`src/rtl/seg_counter.sv`:
```
`default_nettype none
// ============================================================================
//  Module   : seg_counter
//  Purpose  : Prescaled hex digit counter with registered seven-segment output.
//  Revision : 1.0  initial release
// ============================================================================
module seg_counter #(
    parameter int DIV        = 4,
    parameter int LAST_DIGIT = 15,
    parameter int ACTIVE_LOW = 0
) (
    input  logic       clk,
    input  logic       reset,
    output logic [6:0] segOut
);

    localparam logic [15:0] c_PCNT_MAX  = 16'(DIV - 1);
    localparam logic [3:0]  c_LAST_DIG  = 4'(LAST_DIGIT);
    localparam logic [6:0]  c_SEG_ZERO  = 7'b0111111;

    logic [15:0] r_pcnt;
    logic [3:0]  r_dig;
    logic [6:0]  r_seg;

    logic        w_step;
    logic [3:0]  w_dig_next;
    logic [6:0]  w_mask;
    logic [6:0]  w_seg_next;
    logic [6:0]  w_seg_reset;

    // Active-high segment pattern, bit order {g,f,e,d,c,b,a}.
    function automatic logic [6:0] decode(input logic [3:0] d);
        logic [6:0] s;
        case (d)
            4'h0: s = 7'b0111111;
            4'h1: s = 7'b0000110;
            4'h2: s = 7'b1011011;
            4'h3: s = 7'b1001111;
            4'h4: s = 7'b1100110;
            4'h5: s = 7'b1101101;
            4'h6: s = 7'b1111101;
            4'h7: s = 7'b0000111;
            4'h8: s = 7'b1111111;
            4'h9: s = 7'b1101111;
            4'hA: s = 7'b1110111;
            4'hB: s = 7'b1111100;
            4'hC: s = 7'b0111001;
            4'hD: s = 7'b1011110;
            4'hE: s = 7'b1111001;
            4'hF: s = 7'b1110001;
        endcase
        return s;
    endfunction

    generate
        if (ACTIVE_LOW != 0) begin : g_active_low
            assign w_mask = 7'h7F;
        end else begin : g_active_high
            assign w_mask = 7'h00;
        end
    endgenerate

    assign w_step      = (r_pcnt == c_PCNT_MAX);
    assign w_dig_next  = (r_dig == c_LAST_DIG) ? 4'd0 : r_dig + 4'd1;
    // Decode the next digit so the segment flop lands on the same edge as dig.
    assign w_seg_next  = decode(w_dig_next) ^ w_mask;
    assign w_seg_reset = c_SEG_ZERO ^ w_mask;

    always_ff @(posedge clk) begin
        if (reset) begin
            r_pcnt <= 16'd0;
            r_dig  <= 4'd0;
            r_seg  <= w_seg_reset;
        end else if (w_step) begin
            r_pcnt <= 16'd0;
            r_dig  <= w_dig_next;
            r_seg  <= w_seg_next;
        end else begin
            r_pcnt <= r_pcnt + 16'd1;
        end
    end

    assign segOut = r_seg;

endmodule
`default_nettype wire

```
`config.mk`:
```
export PLATFORM = sky130hd
export DESIGN_NAME = seg_counter
export DESIGN_NICKNAME = d
export VERILOG_FILES = /design/src/rtl/seg_counter.sv
export SDC_FILE = /design/constraint.sdc
export NUM_CORES = 1
export LEC_CHECK = 0
export CORE_MARGIN = 5
export CORE_UTILIZATION = 25
export DETAILED_ROUTE_END_ITERATION = 10
export HOLD_SLACK_MARGIN = 0.12
export PLACE_DENSITY_LB_ADDON = 0.3
export SLEW_MARGIN = 20
export SYNTH_ARGS = -nofsm -noshare
export SYNTH_HDL_FRONTEND = slang
export SYNTH_SLANG_ARGS = --single-unit
```
`constraint.sdc`:
```
create_clock -name clk -period 1.6 [get_ports clk]
set_input_delay 0.4 -clock clk [delete_from_list [all_inputs] [get_ports clk]]
set_output_delay 0.4 -clock clk [all_outputs]
set_load 0.01 [all_outputs]
```
==> results of run 1 <==
## path summary, 6_finish.rpt
kind	startpoint	slack, ps	to
min reg2reg	segOut[4]$_SDFFE_PP1N_	480	segOut[4]$_SDFFE_PP1N_
min	segOut[4]$_SDFFE_PP1N_	480	segOut[4]$_SDFFE_PP1N_
max	r_dig[0]$_SDFFE_PP0N_	-5	segOut[0]$_SDFFE_PP1N_
max reg2reg	r_dig[0]$_SDFFE_PP0N_	-5	segOut[0]$_SDFFE_PP1N_
## where the power goes
part	total (uW)	switching [uW]	internal, uW
Clock	402	225	177
Sequential	710	16.1	694
Combinational	191	88.8	102
Total	1300	330	973
## state kept, by name, summed over array words and instances, names as in the netlist
| name | flops |
|---|---|
| r_dig | 4 |
| r_pcnt | 16 |
| segOut | 7 |
## critical path: cells and delay by family (launching register included)
| kind | cells | cell delay, ps |
|---|---|---|
| and+or+nand+nor | 1 | 260 |
| AOI/OAI and AO/OA | 2 | 440 |
| buffers and inverters | 1 | 160 |
| DFF | 1 | 370 |
| adders and majority gates | 1 | 260 |
## stage by stage
stage               std cells  area (um2)
finish                    310        2220
global route              310        2220
CTS                       310        2130
detailed placement        305        2040
global placement          305        2040
floorplan                 190        1580
## layout by cell type (no fill, tap or decap), types with 6 or more instances in the layout
cell / Yosys / routed
a21oi_1: 15 / 12
nor2_1: 24 / 24
xor2_1: 6 / 6
dfxtp_1: 27 / 20
o21ai_0: 7 / 6
nand2_1: 12 / 12
mux2i_1: 8 / 7
inv_1: 7 / 6
buf_4: 0 / 42
## logic make-up after synthesis
kind of cell / after synthesis
and+or+nand+nor: 76
muxes: 9
adders and majority gates: 8
AOI/OAI and AO/OA: 39
buffers and inverters: 19
DFF: 27
xor gates and xnor gates: 12
## metal layers
| metal | wire length [um] | up-vias | GRT usage [%] |
|---|---|---|---|
| li1 | - | 762 | - |
| met1 | 1860 | 656 | 14.8 |
| met2 | 1530 | 13 | 14.9 |
| met3 | 111 | 2 | 1.38 |
| met4 | 51 | 0 | 4.06 |
| met5 | 0 | - | 0 |
## area by class of cell
| cell class | count | area [um2] |
|---|---|---|
| Clock buffer | 3 | 41.3 |
| Clock inverter | 1 | 7.51 |
| Fill cell | 631 | 3800 |
| Inverter | 7 | 26.3 |
| Multi-Input combinational cell | 144 | 1050 |
| Sequential cell | 27 | 554 |
| Tap cell | 75 | 93.8 |
| Timing Repair Buffer | 53 | 450 |
## what timing repair did
item	in CTS	in global routing
buffers inserted	1	0
hold buffers	0	0
pin swaps	4	3
setup endpoints to repair	11	17
resized for setup	10	28
==> results.ini, run 1 <==
[status]
status = finished, violations left
violations = negative setup slack

[placed_design]
dp_hpwl_um = 2650
pre_cts_ws_ps = -97.9
gp_congestion = 0.804
portBuffers = 8

[final_layout]
final_core_util_pct = 36.9
antenna-diode-count = 0
areaGrowthSynthToFinish_pct = 41.7
nets = 246
layout-drive-gt1-share_pct = 34.5

[synth]
synth_fa_ha_area_share_pct = 6.37
synthArstFlopShare_pct = 0
synth_xor_area_share_pct = 6.69
yosysSeqAreaShare_pct = 34.4
syn_nets = 200
synth_top_area_share_pct = 34.4
yosysTopAreaCell = dfxtp_1
avgSynthCellArea_um2 = 8.26
muxShareOfSynthArea_pct = 5.82
synth_flop_cell = dfxtp_1
ys_ff_latch = 27
synth.distinct_cells = 45
syn_inst = 190
synth_compound_area_share_pct = 16.2
synth_most_common_cell = dfxtp_1
synth_top_family_by_area = simple AND/OR/NAND/NOR gates
synth-simple-area-share_pct = 25.7
synth_area_leaders = dfxtp_1 34%, ha_1 6.4%, nor2_1 5.7%
netlist_area_um2 = 1570
yosys_warnings = 0
synthTopCellsByCount = 27 x dfxtp_1, 24 x nor2_1, 15 x a21oi_1
synth-edff-count = 0

[timing]
layout_setup_ws_ps = -4.77
timing.hold.ws_ps = 475
worst_slew_pin_slew_ps = 388
rsz0062_at_grt = true
max_freq_ghz = 0.623
relSlewSlack_pct = 73.9
setup_viol = 1
final-hold-violation-count = 0
slew_violations = 0
setup_tns_ps = -4.77
layout_min_cycle_time_ps = 1600
fin_skew_ps = 3.96
finalCritPeriodShare_pct = 100

[clock_tree]
cts_buffer_depth = 2
cts.clk_slew.worst_paths_ps = 100
cts_root_buf = clkbuf_8
numCtsBuffers = 3
cts_sinks = 27
h-tree-depth = 1
clkLatencyLatePin_ps = 270
cts_tree = built

[min_path]
hold_class = reg -> reg
hold_depth = 2

[critical_path]
critPathArrivalTime_ps = 1770
setup.worst_path.class = reg -> reg
path_max_fanout = 7
cpMaxStageDelayCell = dfxtp_4
cp.required_ps = 1760
crit_path_end_kind = flop
ff2ff_path_depth = 5
startpoint_type = flop
cp_slowest_stage_delay_ps = 370
cp_cell_sequence = ha_2 -> buf_4 -> nor4_2 -> a211oi_1 -> o41a_1

[route]
wl_per_cell_um = 11.5
wirelength_um = 3550
antenna_left = 0
dr_total_vias = 1433
drtPass1Iterations = 4
via_per_inst = 4.62
drc = 0
drtIter0Drc = 55

[power_and_ir_drop]
leakage_uw = 0.000883
ir_drop_uv = 315
p_per_area_nw_per_um2 = 586
power_uw = 1300

[grt]
first_global_vias = 1356
grt-ovfl-total = 0
antenna_found_initial = 0
grt_max_degree = 17
grtUsageTotal_pct = 10.2
grt_pass1_wl_um = 6440

[floorplan]
die_h_um = 89.3
core_um2 = 6030
dieArea_um2 = 7970
rows = 28
initial_core_util_pct = 26.1
num_io_pins = 9
die_w_um = 89.3

[run]
maxCapViolations = 0

Power figures use the tool's default switching activity.
==> run 2, diff against run 1 <==
--- a/config.mk
+++ b/config.mk
@@ -8,6 +8,7 @@
 export CORE_MARGIN = 5
 export CORE_UTILIZATION = 25
 export DETAILED_ROUTE_END_ITERATION = 10
+export DONT_BUFFER_PORTS = 1
 export HOLD_SLACK_MARGIN = 0.12
 export PLACE_DENSITY_LB_ADDON = 0.3
 export SLEW_MARGIN = 20
==> results.ini, run 2 (same netlist as run 1, synthesis figures left out) <==
[placed_design]
pre_cts_ws_ps = -83.0  ; +15.0 ps
portBuffers = 0  ; -8
dp_hpwl_um = 2800  ; +5.7%
gp_congestion = 0.733  ; -8.9%
dpl-instance-area_um2 = 1990  ; -2.5%

[timing]
slew_violations = 0  ; unchanged
final-hold-violation-count = 0  ; unchanged
worst_slew_pin_slew_ps = 424  ; +35.9 ps
layout_setup_ws_ps = -61.6  ; -56.8 ps
fin_skew_ps = 5.86  ; +1.90 ps
finalCritPeriodShare_pct = 104  ; +3.6 points
layout_min_cycle_time_ps = 1660  ; +56.8 ps
max_freq_ghz = 0.602  ; -3.4%
rsz0062_at_grt = true
setup_viol = 3  ; +2
relSlewSlack_pct = 71.5  ; -2.4 points

[final_layout]
fillerInstances = 603  ; -4.4%
top_register = r_pcnt
areaGrowthSynthToFinish_pct = 57.8
nets = 246  ; unchanged
final_common_cell = buf_4
final_area_um2 = 2480  ; +11%
layout_common_cells = 38 x buf_4, 19 x dfxtp_1, 12 x nand2_1, 11 x nor2_1, 10 x buf_6
layout-drive-gt1-share_pct = 48.9  ; +14 points
largest_reg_flops = 16  ; unchanged
antenna-diode-count = 0  ; unchanged

[clock_tree]
cts.clk_slew.worst_paths_ps = 100  ; about the same
h-tree-depth = 1  ; unchanged
cts_root_buf = clkbuf_8
numCtsBuffers = 3  ; unchanged
cts_tree = built
clkLatencyLatePin_ps = 280  ; about the same
hold_buffers = 0  ; unchanged
cts_buffer_depth = 2  ; unchanged
cts_sinks = 27  ; unchanged

[route]
antenna_left = 0  ; unchanged
via_per_inst = 4.83  ; +4.5%
drtIter0Drc = 78  ; +42%
dr_total_vias = 1498  ; +4.5%
wirelength_um = 4170  ; +17%
drtPass1Iterations = 4  ; unchanged
met2_length_um = 2010  ; +31%
dr_wl_met3_um = 134  ; +21%
wl_per_cell_um = 13.5  ; +17%
top_layer_used = met4
drc = 0  ; unchanged
wl_met1_um = 1990  ; +7.4%

[critical_path]
crit_path_end_kind = flop
critPathArrivalTime_ps = 1830  ; +60 ps
setup.worst_path.class = reg -> reg
cp_num_cells = 5  ; unchanged
cpMaxStageDelayCell = dfxtp_4
path_buf_inv = 0  ; -1
startpoint_type = flop
cp_slowest_stage_delay_ps = 420  ; +50 ps
path_max_fanout = 5  ; -2
ff2ff_path_depth = 5  ; unchanged
rrSetupSlack_ps = -60  ; -60 ps
cp_cell_sequence = ha_4 -> and4b_1 -> o31ai_2 -> a211oi_2 -> o41a_1
cp.required_ps = 1770  ; about the same
cpLargestDelayFamily = compound AO/OA/AOI/OAI gates

[floorplan]
rows = 28  ; unchanged
initial_core_util_pct = 26.1  ; unchanged
num_io_pins = 9  ; unchanged
die_w_um = 89.3  ; unchanged
dieArea_um2 = 7970  ; unchanged
core_um2 = 6030  ; unchanged
die_h_um = 89.3  ; unchanged

[grt]
grt_max_degree = 18  ; +1
grt-ovfl-total = 0  ; unchanged
grt_pass1_wl_um = 6540  ; +1.5%
grtUsageTotal_pct = 10.3  ; +0.19 points
antenna_found_initial = 0  ; unchanged
first_global_vias = 1444  ; +6.5%

[run]
maxCapViolations = 0  ; unchanged

[power_and_ir_drop]
leakage_uw = 0.000928  ; +5.1%
p_per_area_nw_per_um2 = 567  ; -3.2%
ir_drop_uv = 480  ; +52%
power_uw = 1410  ; +7.9%

[min_path]
hold_class = in -> reg
hold_depth = 1  ; -1

[status]
status = finished, violations left
violations = negative setup slack

==> run 2: cell types whose count changed in the layout (fill, tap and decap cells not counted), sizes merged <==
cell	delta
buf	+8
clkdlybuf4s50	-3
dlymetal6s2s	-5
==> run 2: final timing paths <==
| check | from | to |
|---|---|---|
| worst max-delay path | r_dig[0]$_SDFFE_PP0N_ | segOut[0]$_SDFFE_PP1N_ |
| worst min-delay path | reset | r_dig[2]$_SDFFE_PP0N_ |
| worst max register to register | r_dig[0]$_SDFFE_PP0N_ | segOut[0]$_SDFFE_PP1N_ |
| worst min register to register | r_pcnt[15]$_SDFF_PP0_ | r_pcnt[15]$_SDFF_PP0_ |
==> run 2: report_power, final <==
part           switching [uW]  internal, uW  total (uW)
combinational             113           136         249
clock                     248           183         431
sequential               31.8           694         726
total                     393          1010        1410
==> run 2: per-layer routing <==
metal / up-vias / global-route usage, %
met4: 0 / 2.84
met2: 17 / 16.9
li1: 773 / -
met3: 2 / 2.03
met1: 706 / 13.8
met5: - / 0
==> run 2: what timing repair did <==
action,CTS,global route
gates cloned,0,1
buffers inserted,0,5
setup endpoints to repair,27,27
pin swaps,4,28
gates resized for setup,12,83
==> run 2: worst register-to-register path: cells and delay by family (launching register included) <==
family          cells  cell delay (ps)
compound gates      3              780
flops               1              420
simple gates        1              220
fa+ha+maj           1              140
==> run 2: layout make-up <==
cell class              instances  area, um2  share of cell area (%)
clock inverters                 1       8.76                   0.353
well taps                      75       93.8                    3.79
repair buffers                 53        488                    19.7
flip-flops and latches         27        558                    22.5
multi-input cells             144       1260                    50.7
inverters                       7       32.5                    1.31
clock buffers                   3       41.3                    1.67
==> run 2: metrics by stage <==
| stage | setup TNS [ps] | hold slack [ps] | utilization (%) | std cells |
|---|---|---|---|---|
| after detailed placement | -558 | 474 | 33.0 | 301 |
| after global routing | -831 | 152 | 41.1 | 310 |
| after floorplan | -25.2 | 440 | - | 190 |
| after CTS | -14.2 | 163 | 34.5 | 305 |
| after global placement | -336 | 471 | 33.0 | 301 |
| final | -67.2 | 169 | 41.1 | 310 |
==> run 3, diff against run 2 <==
--- a/config.mk
+++ b/config.mk
@@ -11,7 +11,7 @@
 export DONT_BUFFER_PORTS = 1
 export HOLD_SLACK_MARGIN = 0.12
 export PLACE_DENSITY_LB_ADDON = 0.3
-export SLEW_MARGIN = 20
+export SLEW_MARGIN = 10
 export SYNTH_ARGS = -nofsm -noshare
 export SYNTH_HDL_FRONTEND = slang
 export SYNTH_SLANG_ARGS = --single-unit
==> results of run 3 <==
The final DEF is identical to that of run 2; final timing and power are the same.
==> RTL change, RTL diff (settings of run 3) <==
Set the parameter `LAST_DIGIT` to 7 (it was 15).
--- a/src/rtl/seg_counter.sv
+++ b/src/rtl/seg_counter.sv
@@ -6,7 +6,7 @@
 // ============================================================================
 module seg_counter #(
     parameter int DIV        = 4,
-    parameter int LAST_DIGIT = 15,
+    parameter int LAST_DIGIT = 7,
     parameter int ACTIVE_LOW = 0
 ) (
     input  logic       clk,
Function: no difference found for any inputs over 10 cycles, from zero or initial values and one cycle with reset high; that may be too few to reach the edited logic, so the function may still have changed.
==> RTL change against run 3 <==
The flow still finishes with violations (setup timing); synthesized area is 3.3% lower; final cell count is 5.5% lower; synthesized cell count is 5.3% lower; power is 5.2% lower; sequential share of layout area is 3.0 points higher; core utilization is 4.1 points lower; worst setup slack worse by 38 ps; global-route usage is 0.40 points lower; sequential cell count stayed put; wire length is 11% lower; design area is 12% lower; fmax is 2.2% lower; combinational power is 17% lower; critical path type unchanged.
==> RTL change: results (changes against run 3) <==
The count of endpoints failing setup in the final report was 4 (+1). The cell leakage power is 0.832 nW (-10%). In the post-synthesis netlist, the biggest area contributors are sky130_fd_sc_hd__dfxtp_1 36%, sky130_fd_sc_hd__ha_1 6.6%, sky130_fd_sc_hd__nor2_1 5.9%. The highest cell delay on the worst timing path came out at 480 ps (+60 ps). The violation count after the first detailed-route iteration is 21 (-73%). The worst voltage drop across the vdd grid came out at 0.307 mV (-36%).

The routed via count divided by cell count is 4.67 (-3.3%). The length of routed met2 wiring came out at 1.87 mm (-6.7%). The critical path arrival came out at 1910 ps (+80 ps). The cell sitting at the root of the clock tree is a sky130_fd_sc_hd__clkbuf_8. The normalized max-slew margin is 0.748 (+0.0333). The via count is 1,369 (-8.6%). The cell family contributing the most delay on the critical path is simple AND/OR/NAND/NOR gates. The routability congestion estimate came out at 0.759 (+3.6%). The initial antenna violation count is 0 (unchanged). The placed standard-cell area came out at 1920 µm² (-3.5%).

The met3 wire length is 81 µm (-40%). The total nets after synthesis is 190 (-5.0%). The cell count after placement is 285 (-5.3%). The sequential fraction of the synthesis area came out at 0.356 (+0.0116).

The fraction of final layout cells with drive strength greater than 1 is 0.372 (-0.118). The number of distinct standard cells referenced by the synthesized netlist is 47 (+4.4%). The final reports fail on setup timing.

The global routing usage summed across all routing layers is 0.0994 (-0.00402). The largest net degree at the start of global routing is 17 (-1). On the critical path, the stage with the largest delay is an instance of sky130_fd_sc_hd__or4_1. The number of fill cells in the layout was 606 (+0.50%). The setup skew after layout is 9.08 ps (+3.22 ps). The aggregate routed wire length came to 3.73 mm (-11%).

The setup TNS came out at -227 ps (-160 ps). The net count of the finished layout came out at 229 (-6.9%). The worst path setup slack after routing was -99.3 ps (-37.7 ps). The routed length on met1 came out at 1.77 mm (-11%). After detailed routing, no signal wire sits above met3. The final HPWL from detailed placement came out at 2.64 mm (-5.8%). The run finished, with violations left.
[RTL change: cell count changes in the layout (fill, tap and decap cells not counted), sizes merged, moves of 3 or more]
cell	delta
mux2i	-5
buf	-9
nor2b	+3
nand2	-3
[RTL change: final timing paths]
path | startpoint | to | slack [ps] | cells after the start
max | r_pcnt[0]$_SDFF_PP0_ | r_pcnt[15]$_SDFF_PP0_ | -100 | 5
max reg2reg | r_pcnt[0]$_SDFF_PP0_ | r_pcnt[15]$_SDFF_PP0_ | -100 | 5
min reg2reg | r_pcnt[0]$_SDFF_PP0_ | r_pcnt[0]$_SDFF_PP0_ | 460 | 1
min | reset | r_dig[1]$_SDFFE_PP0N_ | 170 | 1
[RTL change: kinds of logic (layout without fill, tap and decap cells)]
| kind of cell | Yosys count | count (layout) | share of synthesized area |
|---|---|---|---|
| AOI/OAI and AO/OA | 38 | 38 | 0.163 |
| xor gates and xnor gates | 12 | 12 | 0.0692 |
| adders and majority gates | 8 | 8 | 0.0659 |
| buffers and inverters | 17 | 55 | 0.0461 |
| DFF | 27 | 27 | 0.356 |
| muxes | 5 | 5 | 0.0420 |
| and+or+nand+nor | 73 | 73 | 0.258 |
[RTL change: power breakdown]
group	switching, W	internal, W
logic	0.0000894	0.000117
clock network	0.000219	0.000179
registers	0.0000322	0.000696
total	0.000341	0.000992
[RTL change: metal layers]
layer | global-route usage | vias to the layer above
li1 | - | 725
met1 | 0.125 | 634
met2 | 0.177 | 10
met3 | 0.0226 | 0
met4 | 0.0139 | 0
met5 | 0 | -
[RTL change: cell type report]
cell class	count	area [µm²]	share of cell area
multi-input combinational	136	1070	0.489
sequential	27	558	0.255
timing repair buffer	45	399	0.182
tap	75	93.8	0.0428
clock buffer	4	45.0	0.0206
inverter	6	22.5	0.0103
[RTL change: metrics by stage]
step	setup WS (ps)	hold WS [ps]
finish	-99.3	168
CTS	-75.7	155
global route	-133	150
global placement	-64.9	430
floorplan	-115	440
detailed placement	-93.4	450
[RTL change: repair_timing]
item                       in CTS  in global routing
gates resized for setup        13                 29
setup buffers                   0                  3
setup endpoints to repair       9                 27
hold buffers                    0                  0
gates cloned                    0                  1
pin swaps                       1                  4
